<file path="src/rtl/elevator_call_register_pkg.sv">
// Shared constants for the elevator call front-end: request bit positions,
// floor encodings and the production debounce length.
package elevator_pkg;

    localparam int unsigned REQ_UP     = 0;
    localparam int unsigned REQ_DOWN   = 1;
    localparam int unsigned REQ_TO_ONE = 2;
    localparam int unsigned REQ_TO_TWO = 3;

    localparam logic [1:0] FLOOR_1 = 2'd1;
    localparam logic [1:0] FLOOR_2 = 2'd2;

    localparam int unsigned DEBOUNCE_CYCLES_DEFAULT = 1_000_000;

    // Calls already served by the car's current floor; unknown floors serve nothing.
    function automatic logic [3:0] satisfied_mask(input logic [1:0] floor);
        logic [3:0] mask;
        mask = '0;
        case (floor)
            FLOOR_1: begin
                mask[REQ_UP]     = 1'b1;
                mask[REQ_TO_ONE] = 1'b1;
            end
            FLOOR_2: begin
                mask[REQ_DOWN]   = 1'b1;
                mask[REQ_TO_TWO] = 1'b1;
            end
            default: mask = '0;
        endcase
        return mask;
    endfunction

endpackage

</file>
<file path="src/rtl/elevator_call_register_btn_conditioner.sv">
// One push-button channel: 2-FF synchroniser, hold-time debounce and a
// single-cycle pulse on each debounced rising edge.
module btn_conditioner #(
    parameter int unsigned DEBOUNCE_CYCLES = 1_000_000,
    parameter int unsigned CNT_W           = 20
) (
    input  logic clk,
    input  logic rst,
    input  logic raw,
    output logic press
);

    localparam logic [CNT_W-1:0] CNT_LAST = CNT_W'(DEBOUNCE_CYCLES - 1);

    logic             sync_1;
    logic             sync_2;
    logic             stable;
    logic             stable_d;
    logic [CNT_W-1:0] cnt;

    always_ff @(posedge clk or negedge rst) begin
        if (!rst) begin
            sync_1   <= 1'b0;
            sync_2   <= 1'b0;
            stable   <= 1'b0;
            stable_d <= 1'b0;
            cnt      <= '0;
        end else begin
            sync_1   <= raw;
            sync_2   <= sync_1;
            stable_d <= stable;
            // Any cycle agreeing with the accepted level restarts the hold window.
            if (sync_2 == stable) begin
                cnt <= '0;
            end else if (cnt == CNT_LAST) begin
                stable <= sync_2;
                cnt    <= '0;
            end else begin
                cnt <= cnt + 1'b1;
            end
        end
    end

    assign press = stable & ~stable_d;

endmodule

</file>
<file path="src/rtl/elevator_call_register.sv">
// Two-floor elevator call register: conditions the five buttons, toggles the
// run level and holds pending calls until the controller accepts them.
module elevator_call_register
    import elevator_pkg::*;
#(
    parameter int unsigned DEBOUNCE_CYCLES = DEBOUNCE_CYCLES_DEFAULT,
    parameter int unsigned CNT_W           = 20
) (
    input  logic       clk_50mhz,
    input  logic       rst,
    input  logic [3:0] btn_raw,
    input  logic       start_stop_btn,
    input  logic [3:0] led_drive,
    input  logic [1:0] floor,
    output logic [3:0] req,
    output logic       start_stop,
    output logic [3:0] call_led
);

    logic [3:0] press;
    logic       run_press;
    logic [3:0] led_drive_d;
    logic [3:0] acc;
    logic [3:0] satisfied;
    logic [3:0] req_next;

    for (genvar i = 0; i < 4; i++) begin : g_btn
        btn_conditioner #(
            .DEBOUNCE_CYCLES(DEBOUNCE_CYCLES),
            .CNT_W          (CNT_W)
        ) u_btn (
            .clk  (clk_50mhz),
            .rst  (rst),
            .raw  (btn_raw[i]),
            .press(press[i])
        );
    end

    btn_conditioner #(
        .DEBOUNCE_CYCLES(DEBOUNCE_CYCLES),
        .CNT_W          (CNT_W)
    ) u_run_btn (
        .clk  (clk_50mhz),
        .rst  (rst),
        .raw  (start_stop_btn),
        .press(run_press)
    );

    assign acc       = led_drive & ~led_drive_d;
    assign satisfied = satisfied_mask(floor);

    always_comb begin
        req_next = req;
        for (int unsigned i = 0; i < 4; i++) begin
            // Acceptance outranks a press landing in the same cycle.
            if (acc[i]) begin
                req_next[i] = 1'b0;
            end else if (press[i] && start_stop && !satisfied[i]) begin
                req_next[i] = 1'b1;
            end
        end
    end

    always_ff @(posedge clk_50mhz or negedge rst) begin
        if (!rst) begin
            req         <= '0;
            start_stop  <= 1'b0;
            led_drive_d <= '0;
        end else begin
            req         <= req_next;
            start_stop  <= start_stop ^ run_press;
            led_drive_d <= led_drive;
        end
    end

    assign call_led = req;

endmodule

</file>
<file path="config.mk">
export PLATFORM = sky130hd
export DESIGN_NAME = elevator_call_register
export DESIGN_NICKNAME = d
export VERILOG_FILES = /design/src/rtl/elevator_call_register_pkg.sv /design/src/rtl/elevator_call_register_btn_conditioner.sv /design/src/rtl/elevator_call_register.sv
export SDC_FILE = /design/constraint.sdc
export NUM_CORES = 1
export LEC_CHECK = 0
export BUFFER_PORTS_ARGS = -buffer_cell sky130_fd_sc_hd__buf_4
export CORE_ASPECT_RATIO = 1.75
export CORE_MARGIN = 2
export CORE_UTILIZATION = 50
export CTS_CLUSTER_DIAMETER = 150
export CTS_CLUSTER_SIZE = 8
export DETAILED_ROUTE_END_ITERATION = 6
export PLACE_DENSITY = 0.67
export SLEW_MARGIN = 20
export SYNTH_ARGS = -nofsm -noshare
export SYNTH_HDL_FRONTEND = slang
export SYNTH_SLANG_ARGS = --single-unit
</file>
<file path="constraint.sdc">
create_clock -name clk_50mhz -period 2.35 [get_ports clk_50mhz]
set_input_delay 0.47 -clock clk_50mhz [delete_from_list [all_inputs] [get_ports clk_50mhz]]
set_output_delay 0.47 -clock clk_50mhz [all_outputs]
set_load 0.02 [all_outputs]
</file>
# [After elaboration in Yosys (flattened, before gate mapping)]
# Index checks and enable logic that the tools add are counted.
[word_totals] regBits=129 input_bits=13 output_inout_bits=9 wordCells=105
[op_classes] addsub=5 n_eq_ne=12 n_mux=20 bitwise=18 n_reduce_logical=19
[ops] op="20-bit 2-to-1 mux" n=10
[ops] op="20-bit by 1-bit adder with 20-bit output (second input constant)" n=5
[ops] op="20-bit == test (second input constant)" n=5
[ops] op="1-bit 2-to-1 mux" n=10
[ops] op="1-bit NOT" n=10
[ops] op="2-bit AND reduction" n=5
[ops] op="1-bit logical AND" n=8
[ops] op="2-bit nonzero test" n=4
[ops] op="1-bit bitwise AND" n=5
[ops] op="1-bit == test" n=5
[ops] op="4-bit bitwise AND" n=1
[ops] op="4-bit NOT" n=1
[ops] op="2-bit by 1-bit == test with 1-bit output (second input constant)" n=1
[ops] op="2-bit == test (second input constant)" n=1
[ops] op="1-bit logical NOT" n=2
[ops] op="1-bit XOR" n=1

# [Depth between registers and ports, before layout]
[logic_depth] depth_word=6 ltp_mapped=6 depth_no_buf=5

# [Modules after synthesis]
# Synthesis repeated with hierarchy kept, for this count alone.
[unflattened] hier_cells=578 hier_area_um2=6067.1
[by_module_without_submodules] module="btn_conditioner" n_inst=5 cells_per_inst=110 area_each_um2=1146.1 seq_area_each_um2=600.6
[by_module_without_submodules] module="elevator_call_register" n_inst=1 cells_per_inst=28 area_each_um2=336.6 seq_area_each_um2=225.2

# [Worst setup path before layout]
# Ideal clock, no wire load.
[synth_path] path_type="register to register" startpoint="register u_run_btn.cnt[6]" endpoint="register u_run_btn.cnt[11]" setup_time_ps=119 arrival_time_ps=1878 t_required_ps=2231 slack_ps=353 stages_incl_launch_ff=6 path_buffers=1 synth_period_minus_slack_ps=1997 cell_sequence="dfrtp_1 -> or4_1 -> or4_4 -> o21ai_4 -> buf_6 -> nor2_1"
[synth_via] elab_chain_len=3 word_cells_on_any_way=4 classes_between="add/sub: 1; eq/ne: 1; mux: 2"
[synth_lines] item="from (decl)" line="elevator_call_register_btn_conditioner.sv:19" text="logic [CNT_W-1:0] cnt;"
[synth_lines] item="from (signal assigned)" line="elevator_call_register_btn_conditioner.sv:39" text="cnt <= cnt + 1'b1;"
[synth_lines] item="20-bit by 1-bit adder with 20-bit output or 20-bit == test (tied branches)" line="elevator_call_register_btn_conditioner.sv:39, elevator_call_register_btn_conditioner.sv:35"
[synth_lines] item="20-bit 2-to-1 mux *" line="elevator_call_register_btn_conditioner.sv:35" text="end else if (cnt == CNT_LAST) begin"
[synth_lines] item="20-bit 2-to-1 mux *" line="elevator_call_register_btn_conditioner.sv:33" text="if (sync_2 == stable) begin"
# Mark *: on every way between the ends. The rest lies on a longest branch, timed or not.
# A chain may end at the register's enable or synchronous reset.

# [Worst setup path after layout]
[layout_path] startpoint="register u_run_btn.cnt[0]" endpoint="register u_run_btn.cnt[18]"
# The elaborated chain is that of the path after synthesis.

==> impl_metrics.env <==
export IMPL_status="finished clean"
export IMPL_grt_pass1_wl_mm=20.4
export IMPL_synth_compound_area_share_pct=7.64
export IMPL_grt_overflow_total=0
export IMPL_grtUsageMet3_pct=5.09
export IMPL_syn_nets=611
export IMPL_clock_skew_final_ns=0.00858
export IMPL_place_hpwl_mm=8.06
export IMPL_tightest_slew_ns=0.432
export IMPL_total_power_mw=4.87
export IMPL_fin_tns_setup_ns=0
export IMPL_maxCapViolCount=0
export IMPL_routedWlPerCell_um=15.0
export IMPL_hold_viol_final=0
export IMPL_hold_buffers=0
export IMPL_initial_core_util_pct=50.7
export IMPL_synth_mux_area_share_pct=0.935
export IMPL_relSlewSlack_pct=71.2
export IMPL_num_rows=53
export IMPL_fin_crit_sh_pct=90.2
export IMPL_wl_mm=11.6
export IMPL_clkSlewWorstSetupHoldPaths_ns=0.05
export IMPL_port_buffers=21
export IMPL_nets=645
export IMPL_clockBufferDepth=2
export IMPL_io_pins=22
export IMPL_drt_iter0_markers=274
export IMPL_diodes=0
export IMPL_grt_use_met2_pct=34.6
export IMPL_cp_startpoint="u_run_btn.cnt[0]$_DFF_PN0_"
export IMPL_route_vias_total=4466
export IMPL_ys_warn_count=0
export IMPL_vdd_ir_drop_max_uv=506
export IMPL_clk_insertion_delay_late_ns=0.40
export IMPL_synthToLayoutAreaGrowth_pct=14.9
export IMPL_start_kind="flop"
export IMPL_cp_slowest_cell="or4_1"
export IMPL_die_y_um=149
export IMPL_yosysSeqAreaShare_pct=53.6
export IMPL_avgViaCountPerCell=5.76
export IMPL_gp_congestion=0.838
export IMPL_min_path_type="primary input to async pin"
export IMPL_p_leak_nw=2.85
export IMPL_cp_num_buf_inv=0
export IMPL_avgSynthCellArea_um2=10.2
export IMPL_path_class="flop to flop"
export IMPL_layout_drive_gt1_share_pct=13.0
export IMPL_htree_levels=4
export IMPL_slowest_delay_ns=0.64
export IMPL_setup_violations=0
export IMPL_grt_usage_pct=19.7
export IMPL_grt_pass1_vias=4643
export IMPL_rsz0062_at_grt="false"
export IMPL_cts_resized=0
export IMPL_cp_required_ns=2.68
export IMPL_critical_path_arrival_ns=2.45
export IMPL_core_um2=11900
export IMPL_antenna_found_initial=0
export IMPL_cts_tree="yes"
export IMPL_cp_top_family="simple AND/OR/NAND/NOR gates"
export IMPL_synth_edff_count=0
export IMPL_drtAntennaViolNets=0
export IMPL_synth_fa_ha_area_share_pct=1.04
export IMPL_drc=0
export IMPL_rr_startpoint="u_run_btn.cnt[0]$_DFF_PN0_"
export IMPL_cts_root_buf="clkbuf_16"
export IMPL_synth_top_family_by_area="simple AND/OR/NAND/NOR gates"
export IMPL_die_w_um=87.0
export IMPL_drt_pass1_iter_count=4
export IMPL_top_usage_layer="met2"
export IMPL_worstPathMaxFanout=8
export IMPL_cts_buffers=17
export IMPL_synth_xor_area_share_pct=9.60
export IMPL_dieArea_um2=13000
export IMPL_yosys_area_share_simple_pct=23.7
export IMPL_async_flop_share_pct=100
export IMPL_p_per_area_nw_per_um2=704
export IMPL_max_freq_mhz=472
export IMPL_final_max_slew_viol_count=0
export IMPL_synth_seq_cells=129
export IMPL_cts_setup_buffers=0
export IMPL_ys_types=47
export IMPL_met1_usage_pct=22.2
export IMPL_end_kind="flop"
export IMPL_synth_main_ff_cell="dfrtp_1"
export IMPL_grt_start_max_net_pins=56
export IMPL_min_period_ns=2.12
export IMPL_clock_sinks=129
export IMPL_synth_area_um2=6020
export IMPL_path_cells="ha_1 > nand2_1 > or4_1 > or4_4 > a21oi_2"
export IMPL_syn_instance_count=593
==> synth_stat cells (all sizes together) (2+ instances only) <==
cell type / n / area (µm²)
buf: 12 / 78.8
nand2: 29 / 109
o31ai: 15 / 131
nand4: 17 / 113
nor4: 15 / 93.8
or3: 20 / 129
clkbuf: 7 / 27.5
dfrtp: 129 / 3230
ha: 5 / 62.6
mux2: 5 / 56.3
and2: 5 / 31.3
or4: 16 / 128
xor2: 21 / 184
nor4b: 6 / 52.6
nor3: 15 / 75.1
nor2: 75 / 282
a21oi: 34 / 174
xnor2: 45 / 394
o21ai: 19 / 106
and4: 3 / 26.3
nand3: 41 / 210
and3: 13 / 82.6
inv: 28 / 105
or4b: 4 / 40.0
nand4b: 2 / 17.5
a31oi: 4 / 25.0
==> flip-flops by register name (all words and copies together) (netlist names) <==
register and count:
g_btn.u_btn.stable_d 4, start_stop 1, call_led 4, u_run_btn.stable_d 1
g_btn.u_btn.cnt 80, u_run_btn.stable 1, u_run_btn.cnt 20, u_run_btn.sync_1 1
g_btn.u_btn.sync_2 4, g_btn.u_btn.sync_1 4, u_run_btn.sync_2 1, led_drive_d 4
g_btn.u_btn.stable 4
==> layout by cell type, fill, tap and decap left out, types with 3 or more instances in the layout <==
cell	netlist	routed
o31ai_2	1	3
or3_1	17	17
o21ai_0	18	18
clkbuf_16	0	17
a31oi_1	4	4
nor3_1	15	15
buf_4	5	33
inv_1	28	28
mux2_2	5	5
nor4b_1	6	6
or4b_2	3	3
and2_1	5	5
nand2_1	29	29
clkbuf_1	6	5
and3_1	12	12
ha_1	5	5
or4_1	14	14
clkbuf_8	0	4
o31ai_1	13	11
xor2_1	21	21
nand3_1	40	40
nor2_1	75	75
nor4_1	15	15
a21oi_1	33	33
nand4_1	16	16
and4_1	3	3
xnor2_1	45	45
clkinv_2	0	3
or3_2	3	3
dfrtp_1	129	129
==> area by class of cell <==
class                   count  area, µm²
clock buffers              26        499
inverters                  28        105
repair buffers             34        268
well taps                 137        171
clock inverters             5       52.6
fillers                  1028       4950
multi-input cells         417       2590
flip-flops and latches    129       3230
==> power breakdown <==
group	switching [mW]	internal (mW)
clock network	0.880	1.56
registers	0.0285	2.26
logic	0.0972	0.0517
==> routing by layer <==
layer	up-vias	wire, µm
met4	0	272
met1	2208	4830
met2	73	6210
met3	19	325
li1	2166	-
met5	-	0
==> kinds of logic after synthesis <==
kind of cell,Yosys count
flops,129
fa+ha+maj,5
buf+inv,47
compound gates,75
mux,5
simple gates,266
xor+xnor,66
==> path summary, 6_finish.rpt <==
| kind | end | slack, ns | cells after the start |
|---|---|---|---|
| max | u_run_btn.cnt[18]$_DFF_PN0_ | 0.23 | 5 |
| min | g_btn[1].u_btn.cnt[16]$_DFF_PN0_ | 0.009 | 1 |
| max reg2reg | u_run_btn.cnt[18]$_DFF_PN0_ | 0.23 | 5 |
| min reg2reg | g_btn[3].u_btn.sync_2$_DFF_PN0_ | 0.35 | 0 |
| max in group asynchronous | g_btn[0].u_btn.cnt[2]$_DFF_PN0_ | 1.71 | 2 |
| min in group clk_50mhz | g_btn[2].u_btn.sync_1$_DFF_PN0_ | 0.17 | 1 |
==> through the flow <==
stage	worst slack, ns	std cells	utilization, %	hold WS (ns)	instance area, µm²
floorplan	0.353	593	-	0.174	6020
global placement	0.319	745	53.6	0.339	6370
detailed placement	0.250	745	53.6	0.336	6370
CTS	0.222	776	58.3	0.0129	6920
global route	0.0981	776	58.3	0.0310	6920
finish	0.230	776	58.3	0.00903	6920
No activity file was read; power rests on OpenSTA's default activity.
